==> src/rtl/brc_pkg.sv <==
// Shared definitions for the branch-resolution stage.
//   F3_*         : RV32 branch funct3 encodings
//   brc_state_e  : resolver FSM states
package brc_pkg;

  localparam logic [2:0] F3_BEQ  = 3'b000;
  localparam logic [2:0] F3_BNE  = 3'b001;
  localparam logic [2:0] F3_BLT  = 3'b100;
  localparam logic [2:0] F3_BGE  = 3'b101;
  localparam logic [2:0] F3_BLTU = 3'b110;
  localparam logic [2:0] F3_BGEU = 3'b111;

  typedef enum logic [1:0] {
    IDLE,
    RESP,
    FLUSH
  } brc_state_e;

endpackage

==> src/rtl/brc_decode.sv <==
// Combinational branch decision from comparator flags.
//   i_funct3     : branch funct3
//   i_brc_equal  : rs1 == rs2
//   i_brc_less   : rs1 < rs2 (unsigned)
//   i_rs1_msb    : sign bit of rs1
//   i_rs2_msb    : sign bit of rs2
//   o_taken      : branch condition holds
//   o_illegal    : funct3 is not a branch encoding
module brc_decode
  import brc_pkg::*;
(
  input  logic [2:0] i_funct3,
  input  logic       i_brc_equal,
  input  logic       i_brc_less,
  input  logic       i_rs1_msb,
  input  logic       i_rs2_msb,
  output logic       o_taken,
  output logic       o_illegal
);

  logic lt_s;

  // Differing signs decide the signed order on their own; otherwise the
  // unsigned result is also the signed result.
  assign lt_s = (i_rs1_msb != i_rs2_msb) ? i_rs1_msb : i_brc_less;

  always_comb begin
    o_taken   = 1'b0;
    o_illegal = 1'b0;
    unique case (i_funct3)
      F3_BEQ:  o_taken = i_brc_equal;
      F3_BNE:  o_taken = !i_brc_equal;
      F3_BLT:  o_taken = lt_s;
      F3_BGE:  o_taken = !lt_s;
      F3_BLTU: o_taken = i_brc_less;
      F3_BGEU: o_taken = !i_brc_less;
      default: o_illegal = 1'b1;
    endcase
  end

endmodule

==> src/rtl/brc_resolver.sv <==
// Registered branch-resolution stage between the comparator and PC/fetch.
//   i_clk, i_rst                 : clock, async active-high reset
//   i_req_valid / o_req_ready    : request handshake (accepted only in IDLE)
//   i_funct3, i_brc_equal, i_brc_less, i_rs1_msb, i_rs2_msb : decision inputs
//   i_pc, i_imm                  : branch PC and sign-extended B-immediate
//   o_res_valid / i_res_ready    : result handshake
//   o_taken, o_target, o_illegal : captured result, stable while o_res_valid
//   o_flush                      : high FLUSH_CYCLES cycles after a taken result
//   o_brc_count, o_taken_count   : saturating statistics
module brc_resolver
  import brc_pkg::*;
#(
  parameter int unsigned DATA_SIZE    = 32,
  parameter int unsigned PC_SIZE      = 32,
  parameter int unsigned FLUSH_CYCLES = 2,
  parameter int unsigned CNT_SIZE     = 16
) (
  input  logic                i_clk,
  input  logic                i_rst,
  input  logic                i_req_valid,
  output logic                o_req_ready,
  input  logic [2:0]          i_funct3,
  input  logic                i_brc_equal,
  input  logic                i_brc_less,
  input  logic                i_rs1_msb,
  input  logic                i_rs2_msb,
  input  logic [PC_SIZE-1:0]  i_pc,
  input  logic [PC_SIZE-1:0]  i_imm,
  output logic                o_res_valid,
  input  logic                i_res_ready,
  output logic                o_taken,
  output logic [PC_SIZE-1:0]  o_target,
  output logic                o_illegal,
  output logic                o_flush,
  output logic [CNT_SIZE-1:0] o_brc_count,
  output logic [CNT_SIZE-1:0] o_taken_count
);

  // Flush counter only needs to hold FLUSH_CYCLES-1.
  localparam int unsigned FcW = (FLUSH_CYCLES > 2) ? $clog2(FLUSH_CYCLES) : 1;

  if (DATA_SIZE < 1 || PC_SIZE < 3 || CNT_SIZE < 1) begin : g_param_check
    $fatal(1, "brc_resolver: bad parameter");
  end

  brc_state_e          state_q;
  logic                taken_q;
  logic                illegal_q;
  logic [PC_SIZE-1:0]  target_q;
  logic [FcW-1:0]      fc_q;
  logic [CNT_SIZE-1:0] brc_cnt_q;
  logic [CNT_SIZE-1:0] taken_cnt_q;

  logic                dec_taken;
  logic                dec_illegal;
  logic [PC_SIZE-1:0]  target_nxt;

  brc_decode u_decode (
    .i_funct3    (i_funct3),
    .i_brc_equal (i_brc_equal),
    .i_brc_less  (i_brc_less),
    .i_rs1_msb   (i_rs1_msb),
    .i_rs2_msb   (i_rs2_msb),
    .o_taken     (dec_taken),
    .o_illegal   (dec_illegal)
  );

  // Wraps modulo 2^PC_SIZE; carry-out is dropped.
  assign target_nxt = dec_taken ? (i_pc + i_imm) : (i_pc + PC_SIZE'(4));

  always_ff @(posedge i_clk or posedge i_rst) begin
    if (i_rst) begin
      state_q     <= IDLE;
      taken_q     <= 1'b0;
      illegal_q   <= 1'b0;
      target_q    <= '0;
      fc_q        <= '0;
      brc_cnt_q   <= '0;
      taken_cnt_q <= '0;
    end else begin
      unique case (state_q)
        IDLE: begin
          if (i_req_valid) begin
            taken_q   <= dec_taken;
            illegal_q <= dec_illegal;
            target_q  <= target_nxt;
            state_q   <= RESP;
          end
        end
        RESP: begin
          if (i_res_ready) begin
            if (!illegal_q && (brc_cnt_q != '1)) begin
              brc_cnt_q <= brc_cnt_q + 1'b1;
            end
            if (taken_q && (taken_cnt_q != '1)) begin
              taken_cnt_q <= taken_cnt_q + 1'b1;
            end
            if (taken_q && (FLUSH_CYCLES > 0)) begin
              fc_q    <= FcW'(FLUSH_CYCLES - 1);
              state_q <= FLUSH;
            end else begin
              state_q <= IDLE;
            end
          end
        end
        FLUSH: begin
          if (fc_q == '0) begin
            state_q <= IDLE;
          end else begin
            fc_q <= fc_q - 1'b1;
          end
        end
        default: state_q <= IDLE;
      endcase
    end
  end

  // Handshake/flush outputs decode directly from the state register.
  assign o_req_ready   = (state_q == IDLE);
  assign o_res_valid   = (state_q == RESP);
  assign o_flush       = (state_q == FLUSH);
  assign o_taken       = taken_q;
  assign o_illegal     = illegal_q;
  assign o_target      = target_q;
  assign o_brc_count   = brc_cnt_q;
  assign o_taken_count = taken_cnt_q;

endmodule

==> config.mk <==
export PLATFORM = sky130hd
export DESIGN_NAME = brc_resolver
export DESIGN_NICKNAME = d
export VERILOG_FILES = /design/src/rtl/brc_pkg.sv /design/src/rtl/brc_decode.sv /design/src/rtl/brc_resolver.sv
export SDC_FILE = /design/constraint.sdc
export NUM_CORES = 1
export LEC_CHECK = 0
export CORE_UTILIZATION = 35
export DETAILED_ROUTE_END_ITERATION = 8
export PLACE_DENSITY = 0.67
export SYNTH_ARGS = -nofsm -noshare
export SYNTH_HDL_FRONTEND = slang
export SYNTH_HIERARCHICAL = 1
export SYNTH_SLANG_ARGS = --single-unit
==> constraint.sdc <==
create_clock -name i_clk -period 5.2 [get_ports i_clk]
set_input_delay 0.78 -clock i_clk [delete_from_list [all_inputs] [get_ports i_clk]]
set_output_delay 0.78 -clock i_clk [all_outputs]
set_load 0.02 [all_outputs]
==> impl_metrics.py, run 1 <==
metrics = {
    "outcome": {
        "status": "finished clean",
    },
    "floorplanning": {
        "die_h_um": 126,
        "die-area_um2": 15800,
        "die-width_um": 126,
        "rows": 44,
        "start_util_pct": 36.3,
        "core_um2": 14800,
        "ios": 144,
    },
    "synthesis": {
        "synth_cell_types": 60,
        "synth_flop_cell": "dfrtp_1",
        "yosys.area.top_type": "dfrtp_1",
        "yosys-top-cells-area": "dfrtp_1 (32%), ha_1 (7.9%), xnor2_1 (7.2%)",
        "yosysSeqAreaShare_pct": 32.2,
        "synth.top_cell.area_share_pct": 32.2,
        "synthArstFlopShare_pct": 100,
        "synth.cell_area_um2": 5360,
        "syn_nets": 753,
        "synth_warnings": 6,
        "synth_edf_count": 0,
        "yosys_register_bits": 69,
        "syn_inst": 643,
        "syn_avg_cell_area_um2": 8.34,
    },
    "setup_path": {
        "cp.depth": 8,
        "crit_required_ns": 5.42,
        "reg2reg_from": "o_taken_count[4]",
        "critical-path-top-delay-family": "simple AND/OR/NAND/NOR gates",
        "worst_path_max_delay_cell": "nor4_1",
        "crit_path_frequent_cell": "nand3_1",
        "critPathLaunch": "i_pc[4]",
        "crit_end": "o_target[31]",
        "worstPathArrival_ns": 3.67,
        "r2r_setup_slack_ns": 2.87,
        "r2r_end": "o_taken_count[15]",
        "r2r.worst_path.cells": 8,
        "path_max_fanout": 7,
        "path_class": "in2reg",
        "crit_buf_inv": 1,
        "cp-end-kind": "flip-flop",
        "crit_chain": "clkdlybuf4s50_1, nand3_1, nor3_1, nand2_1, nor4_1, nand3_1, xnor2_1, a221o_1",
        "max_stage_delay_ns": 0.83,
        "start_kind": "input port",
    },
    "route": {
        "firstDrtPassIters": 5,
        "post-route-drc-count": 0,
        "routedWlPerCell_um": 16.4,
        "drt_iter0_markers": 280,
        "ant_nets": 0,
        "vias": 5189,
        "vias_per_cell": 5.37,
        "drt_wl_total_um": 15800,
    },
    "clocking": {
        "cts_setup_buffers": 0,
        "clk_pin_slew_ns": 0.06,
        "cts_tree": "done",
        "insertion_delay_ns": 0.34,
        "htreeDepth": 3,
        "numCtsBuffers": 9,
        "holdBufCountCts": 0,
        "cts_root_buf": "clkbuf_16",
        "numClockSinks": 69,
        "cts_buffer_depth": 2,
        "cts_resized": 0,
    },
    "sta": {
        "fin_tns_setup_ns": 0,
        "hold_viol": 0,
        "setup_ws_ns": 1.75,
        "tightestPinTransition_ns": 1.00,
        "finalMaxSlewViolations": 0,
        "fmax_mhz": 290,
        "clock_skew_ns": 0.00910,
        "fin_crit_sh_pct": 66.4,
        "setup_violations": 0,
        "final.min_clock_period_ns": 3.45,
        "relSlewSlack_pct": 32.8,
        "rsz0062_at_grt": "false",
    },
    "power": {
        "p_comb_share_pct": 46.2,
        "internal-power_mw": 1.70,
        "switching_power_mw": 1.05,
        "clock_power_share_pct": 23.3,
        "cellPowerDensity_nw_per_um2": 378,
        "p_leak_nw": 3.02,
        "vdd_drop_max_mv": 0.150,
        "pwr-share-seq_pct": 30.4,
        "power_mw": 2.75,
        "p_sw_share_pct": 38.2,
    },
    "job": {
        "drv_cap": 0,
    },
    "global_route": {
        "grt_pass1_wl_um": 25800,
        "antenna_found_initial": 0,
        "grt_start_max_net_pins": 45,
        "track_usage_pct": 20.5,
        "grt_pass1_vias": 4922,
        "globalRouteOverflowTotal": 0,
    },
    "layout": {
        "drive_above_1_share_pct": 4.09,
        "layout_commonest_cell": "clkdlybuf4s50_1",
        "num-fill-cells": 1433,
        "num-nets-final": 888,
        "design_area_um2": 7280,
        "diodes": 0,
        "most-common-layout-cells": "clkdlybuf4s50_1 (143), nand2_1 (72), dfrtp_1 (69), nor2_1 (64), a21oi_1 (47)",
        "area_growth_pct": 35.7,
    },
    "place": {
        "pre_cts_ws_ns": 1.41,
        "dpl_cell_area_um2": 6970,
        "gp_congestion": 0.900,
        "port_buffers": 143,
        "detailed_place_hpwl_um": 12400,
    },
    "min_path": {
        "holdCritPathClass": "reg2reg",
    },
}
cell usage after synthesis, drive strengths merged (2+ instances only):
cell type  count
a211oi         7
inv           11
dfrtp         69
nand2         72
mux2i          6
nand2b         4
nand3         35
a22oi          8
clkbuf        21
buf            2
o31ai          5
mux2           4
nor2          64
o22ai          3
o211a          2
o211ai         5
xor2          38
ha            34
or3            3
a31oi          4
nor3b          2
o21bai         2
nor3          12
o21ai         46
a31o           2
nor2b          8
nor4           4
a221oi         2
nand3b         3
a21o          12
and3          14
and4           4
a2111oi        3
a21oi         47
or2            2
o21a           3
xnor2         44
nand4         20
o2111ai        2
power by group through the flow:
stage | Combinational (mW) | Clock (mW) | Sequential [mW]
2_1_floorplan | 0.513 | 0 | 1.01
3_3_place_gp | 1.27 | 0 | 0.844
3_5_place_dp | 1.28 | 0 | 0.849
4_1_cts | 1.28 | 0.653 | 0.840
5_1_grt | 1.38 | 0.681 | 0.867
6_report | 1.27 | 0.642 | 0.838
final cells by class:
type	count	area (um^2)	area share, %
multi-input cells	540	3510	48.2
flip-flops and latches	69	1730	23.7
repair buffers	147	1460	20.1
clock buffers	11	233	3.20
well taps	184	230	3.16
clock inverters	5	75.1	1.03
inverters	11	41.3	0.567
routing by layer:
| layer | global-route usage, % | up-vias | wire [um] |
|---|---|---|---|
| li1 | - | 2589 | - |
| met1 | 28.8 | 2394 | 7610 |
| met2 | 32.1 | 182 | 7080 |
| met3 | 2.89 | 24 | 833 |
| met4 | 7.51 | 0 | 297 |
| met5 | 0 | - | 0 |
sequential cells by signal, indices dropped and copies added (netlist names):
name / flops
o_brc_count: 16
state_q: 2
o_taken: 1
o_taken_count: 16
o_target: 32
fc_q: 1
o_illegal: 1
worst min path at each step:
stage,startpoint,to,slack (ns),cells past startpoint
global route,o_target[4],o_target[4],0.50,2
floorplan,fc_q,state_q[1],0.47,1
CTS,o_target[2],o_target[2],0.48,2
finish,o_target[12],o_target[12],0.47,2
detailed placement,o_target[2],o_target[2],0.47,2
global placement,o_target[12],o_target[12],0.46,2
worst register-to-register path, delay by kind of cell, from the launching register on:
kind / cells / cell delay [ns]
flops: 1 / 0.43
xor+xnor: 1 / 0.15
simple gates: 6 / 1.13
compound gates: 1 / 0.50
per-stage QoR:
stage | util [%] | cells | hold WS, ns
after CTS | 49.3 | 967 | 0.481
after global routing | 49.3 | 967 | 0.502
after global placement | 47.2 | 951 | 0.462
after floorplan | - | 643 | 0.466
after detailed placement | 47.2 | 951 | 0.469
final | 49.3 | 967 | 0.475
kinds of logic after synthesis:
| family | synth area share [%] |
|---|---|
| fa+ha+maj | 8.31 |
| xor+xnor | 13.4 |
| mux | 1.96 |
| simple gates | 22.7 |
| compound gates | 18.9 |
| flops | 32.2 |
| buf+inv | 2.54 |
No activity file was read; power rests on OpenSTA's default activity.
==> run 2: changes to the inputs <==
==> constraint.sdc (replaced) <==
create_clock -name i_clk -period 3.5 [get_ports i_clk]
set_input_delay 0.525 -clock i_clk [delete_from_list [all_inputs] [get_ports i_clk]]
set_output_delay 0.525 -clock i_clk [all_outputs]
set_load 0.02 [all_outputs]
==> impl_metrics.py, run 2 (synthesis results as in run 1) <==
metrics = {
    "outcome": {
        "status": "finished clean",
    },
    "global_route": {
        "grt_start_max_net_pins": 37,
        "antenna_found_initial": 0,
        "grt_pass1_vias": 4943,
        "grt_pass1_wl_um": 26200,
        "globalRouteOverflowTotal": 0,
        "track_usage_pct": 20.7,
    },
    "setup_path": {
        "worstPathArrival_ns": 3.39,
        "crit_required_ns": 3.77,
        "r2r_end": "o_taken_count[15]",
        "reg2reg_from": "o_taken_count[4]",
        "start_kind": "input port",
        "r2r.worst_path.cells": 8,
        "crit_end": "o_target[31]",
        "r2r_setup_slack_ns": 1.18,
        "cp-end-kind": "flip-flop",
        "path_class": "in2reg",
        "critPathLaunch": "i_pc[8]",
        "path_max_fanout": 5,
    },
    "floorplanning": {
        "core_um2": 14800,
        "die_h_um": 126,
        "die-width_um": 126,
        "ios": 144,
        "rows": 44,
        "start_util_pct": 36.3,
        "die-area_um2": 15800,
    },
    "min_path": {
        "holdCritPathClass": "reg2reg",
    },
    "power": {
        "switching_power_mw": 1.57,
        "p_leak_nw": 3.08,
        "p_sw_share_pct": 39.2,
        "power_mw": 4.02,
        "vdd_drop_max_mv": 0.283,
        "clock_power_share_pct": 21.2,
        "internal-power_mw": 2.44,
        "p_comb_share_pct": 47.9,
        "pwr-share-seq_pct": 30.9,
        "cellPowerDensity_nw_per_um2": 545,
    },
    "sta": {
        "finalMaxSlewViolations": 0,
        "setup_violations": 0,
        "tightestPinTransition_ns": 0.670,
        "relSlewSlack_pct": 55.0,
        "fin_tns_setup_ns": 0,
        "rsz0062_at_grt": "false",
        "hold_viol": 0,
        "fin_crit_sh_pct": 89.2,
        "fmax_mhz": 320,
        "clock_skew_ns": 0.00615,
        "final.min_clock_period_ns": 3.12,
    },
    "layout": {
        "largest_register_ffs": 32,
        "layout_commonest_cell": "clkdlybuf4s50_1",
        "area_growth_pct": 37.3,
        "drive_above_1_share_pct": 5.90,
        "most-common-layout-cells": "clkdlybuf4s50_1 (143), nand2_1 (72), dfrtp_1 (69), nor2_1 (64), a21oi_1 (47)",
        "num-nets-final": 902,
        "diodes": 0,
    },
    "clocking": {
        "insertion_delay_ns": 0.33,
        "cts_tree": "done",
        "holdBufCountCts": 0,
        "cts_setup_buffers": 0,
        "cts_resized": 0,
        "cts_root_buf": "clkbuf_16",
        "numClockSinks": 69,
        "numCtsBuffers": 9,
        "htreeDepth": 3,
        "clk_pin_slew_ns": 0.06,
        "cts_buffer_depth": 2,
    },
    "route": {
        "post-route-drc-count": 0,
        "firstDrtPassIters": 5,
        "routedWlPerCell_um": 16.3,
        "vias": 5282,
        "ant_nets": 0,
        "drt_wl_total_um": 16000,
        "vias_per_cell": 5.38,
        "drt_iter0_markers": 494,
    },
    "place": {
        "port_buffers": 143,
        "gp_congestion": 0.906,
        "detailed_place_hpwl_um": 12700,
    },
    "job": {
        "drv_cap": 0,
    },
}
==> run 2: cell type report <==
cell class | instances | area [um^2]
fillers | 1442 | 7390
multi-input cells | 540 | 3510
flip-flops and latches | 69 | 1730
repair buffers | 161 | 1580
clock buffers | 12 | 256
well taps | 184 | 230
inverters | 11 | 41.3
clock inverters | 4 | 22.5
==> run 2: worst min-delay path by stage <==
stage	startpoint	to	slack (ns)	cells after the start
4_1_cts	o_target[8]	o_target[8]	0.48	2
6_report	o_target[9]	o_target[9]	0.47	2
5_1_grt	o_target[5]	o_target[5]	0.50	2
3_5_place_dp	o_target[8]	o_target[8]	0.47	2
3_3_place_gp	o_target[2]	o_target[2]	0.46	2
2_1_floorplan	fc_q	state_q[1]	0.47	1
==> run 2: power by group through the flow <==
stage / logic (mW) / registers [mW] / clock network [mW]
after detailed placement: 1.92 / 1.26 / 0
after floorplan: 0.763 / 1.51 / 0
after global routing: 2.07 / 1.28 / 0.916
after global placement: 1.91 / 1.25 / 0
after CTS: 1.93 / 1.25 / 0.871
final: 1.92 / 1.24 / 0.852
==> run 2: critical path, stage by stage <==
cell             delay (ns)
clkdlybuf4s50_1        0.52
ha_1                   0.36
a21oi_1                0.25
nand2_1                0.12
nor4_2                 0.40
nor3_1                 0.18
or3_4                  0.44
a211o_1                0.27
a31oi_1                0.18
a221o_1                0.14
==> run 2: per-stage QoR <==
stage,util [%],hold WS (ns),worst slack (ns),instance area (um^2),std cells
3_5_place_dp,48.0,0.470,0.0907,7090,965
4_1_cts,49.9,0.482,0.414,7360,981
6_report,49.9,0.475,0.379,7360,981
5_1_grt,49.9,0.502,0.199,7360,981
2_1_floorplan,-,0.466,0.679,5360,643
3_3_place_gp,48.0,0.461,0.149,7090,965
==> run 2: metal layers <==
layer	track usage (%)	wire, um	up-vias
li1	-	-	2620
met1	30.0	7650	2460
met2	32.3	7240	182
met3	2.55	898	20
met4	6.24	214	0
met5	0	0	-
==> run 3: changes to the inputs <==
--- a/config.mk
+++ b/config.mk
@@ -5,9 +5,11 @@
 export SDC_FILE = /design/constraint.sdc
 export NUM_CORES = 1
 export LEC_CHECK = 0
+export CAP_MARGIN = 20
 export CORE_UTILIZATION = 35
 export DETAILED_ROUTE_END_ITERATION = 8
-export PLACE_DENSITY = 0.67
+export PLACE_DENSITY = 0.65
+export SKIP_CTS_REPAIR_TIMING = 1
 export SYNTH_ARGS = -nofsm -noshare
 export SYNTH_HDL_FRONTEND = slang
 export SYNTH_HIERARCHICAL = 1
==> impl_metrics.py, run 3 (synthesis results as in run 1) <==
metrics = {
    "floorplanning": {
        "start_util_pct": 36.3,
        "die-width_um": 126,
        "die-area_um2": 15800,
        "die_h_um": 126,
        "rows": 44,
        "ios": 144,
        "core_um2": 14800,
    },
    "sta": {
        "final.min_clock_period_ns": 3.17,
        "fin_crit_sh_pct": 90.5,
        "clock_skew_ns": 0.00668,
        "rsz0062_at_grt": "false",
        "fmax_mhz": 316,
        "setup_violations": 0,
        "finalMaxSlewViolations": 0,
        "relSlewSlack_pct": 40.7,
        "hold_viol": 0,
        "tightestPinTransition_ns": 0.889,
    },
    "place": {
        "detailed_place_hpwl_um": 13000,
        "dp.cells": 967,
        "port_buffers": 143,
        "gp_congestion": 0.875,
    },
    "setup_path": {
        "crit_required_ns": 3.73,
        "r2r_end": "o_taken_count[15]",
        "start_kind": "input port",
        "path_class": "in2reg",
        "crit_path_frequent_cell": "a221oi_1",
        "reg2reg_from": "o_taken_count[4]",
        "r2r_setup_slack_ns": 1.15,
        "path_max_fanout": 4,
        "worst_path_max_delay_cell": "clkdlybuf4s50_1",
        "max_stage_delay_ns": 0.43,
        "worstPathArrival_ns": 3.40,
        "cp-end-kind": "flip-flop",
        "r2r.worst_path.cells": 8,
        "crit_chain": "clkdlybuf4s50_1, ha_1, fa_1, a21o_1, a221oi_1, o21a_1, o211a_1, o31ai_2, a21boi_0, xor2_1, a221oi_1",
    },
    "global_route": {
        "grt_start_max_net_pins": 70,
        "antenna_found_initial": 0,
        "grt_pass1_wl_um": 26200,
        "track_usage_pct": 20.8,
        "grt_pass1_vias": 5094,
        "globalRouteOverflowTotal": 0,
    },
    "route": {
        "drt_wl_total_um": 16200,
        "vias_per_cell": 5.40,
        "routedWlPerCell_um": 16.5,
        "vias": 5307,
        "firstDrtPassIters": 5,
        "ant_nets": 0,
        "drt_iter0_markers": 355,
        "post-route-drc-count": 0,
    },
    "power": {
        "p_leak_nw": 3.10,
        "cellPowerDensity_nw_per_um2": 553,
        "vdd_drop_max_mv": 0.290,
        "power_mw": 4.09,
    },
    "clocking": {
        "cts_tree": "done",
        "numClockSinks": 69,
        "cts_root_buf": "clkbuf_16",
        "insertion_delay_ns": 0.33,
        "cts_buffer_depth": 2,
        "numCtsBuffers": 9,
        "clk_pin_slew_ns": 0.06,
        "htreeDepth": 3,
    },
    "job": {
        "drv_cap": 0,
    },
    "layout": {
        "most-common-layout-cells": "clkdlybuf4s50_1 (143), nand2_1 (72), dfrtp_1 (69), nor2_1 (64), a21oi_1 (47)",
        "area_growth_pct": 38.0,
        "drive_above_1_share_pct": 6.26,
        "layout_commonest_cell": "clkdlybuf4s50_1",
        "diodes": 0,
        "num-fill-cells": 1399,
        "num-nets-final": 904,
        "largest_register_ffs": 32,
        "fin_cells": 983,
        "fin_util_pct": 50.2,
    },
    "min_path": {
        "hold_start": "o_target[1]",
        "hold_depth": 2,
        "holdCritPathClass": "reg2reg",
        "min_to": "o_target[1]",
    },
    "outcome": {
        "status": "finished clean",
    },
}
==> run 3: cell types whose count changed in the layout (fill, tap and decap cells not counted) <==
cell        previous run  this run
buf_4                 17        19
bufinv_16              0         1
clkbuf_1               1         0
clkbuf_8               2         1
clkinv_4               0         2
clkinvlp_4             1         0
==> run 3: worst max path at each step <==
stage / startpoint / end / cells past startpoint
finish: i_pc[0] / o_target[24] / 11
global route: i_pc[0] / o_target[24] / 11
CTS: i_pc[0] / o_target[28] / 11
detailed placement: i_pc[0] / o_target[28] / 11
global placement: i_pc[0] / o_target[28] / 11
floorplan: i_pc[0] / o_target[28] / 10
==> run 3: per-layer routing <==
| layer | global-route usage [%] | routed length (um) | up-vias | share of wire [%] |
|---|---|---|---|---|
| li1 | - | - | 2628 | - |
| met2 | 32.2 | 7210 | 197 | 44 |
| met1 | 29.6 | 7720 | 2453 | 48 |
| met3 | 3.44 | 1010 | 29 | 6.2 |
| met5 | 0 | 0 | - | 0 |
| met4 | 6.31 | 282 | 0 | 1.7 |
==> run 3: power breakdown <==
part	switching (mW)	leakage, nW	total (mW)	internal (mW)
Combinational	1.04	2.07	1.92	0.882
Clock	0.346	0.152	0.915	0.569
Sequential	0.205	0.880	1.25	1.05
==> run 3: worst max-delay path, delay by kind of cell <==
kind / cells / cell delay [ns]
AOI/OAI and AO/OA: 7 / 1.71
xor gates and xnor gates: 1 / 0.10
buffers and inverters: 1 / 0.43
adders and majority gates: 2 / 0.64
==> run 3: through the flow <==
step | cell area [um^2] | TNS [ns] | hold WS, ns | setup slack [ns]
after global placement | 7100 | 0 | 0.463 | 0.0144
after global routing | 7400 | 0 | 0.500 | 0.145
final | 7400 | 0 | 0.478 | 0.334
after detailed placement | 7100 | -0.0344 | 0.473 | -0.0208
after floorplan | 5360 | 0 | 0.466 | 0.679
after CTS | 7400 | 0 | 0.483 | 0.324
==> run 3: final cells by class <==
class,instances,area [um^2],share of cell area [%]
clock buffer,10,239,3.23
clock inverter,6,62.6,0.845
inverter,11,41.3,0.558
multi-input combinational,540,3510,47.4
sequential,69,1730,23.3
tap,184,230,3.11
timing repair buffer,163,1590,21.5
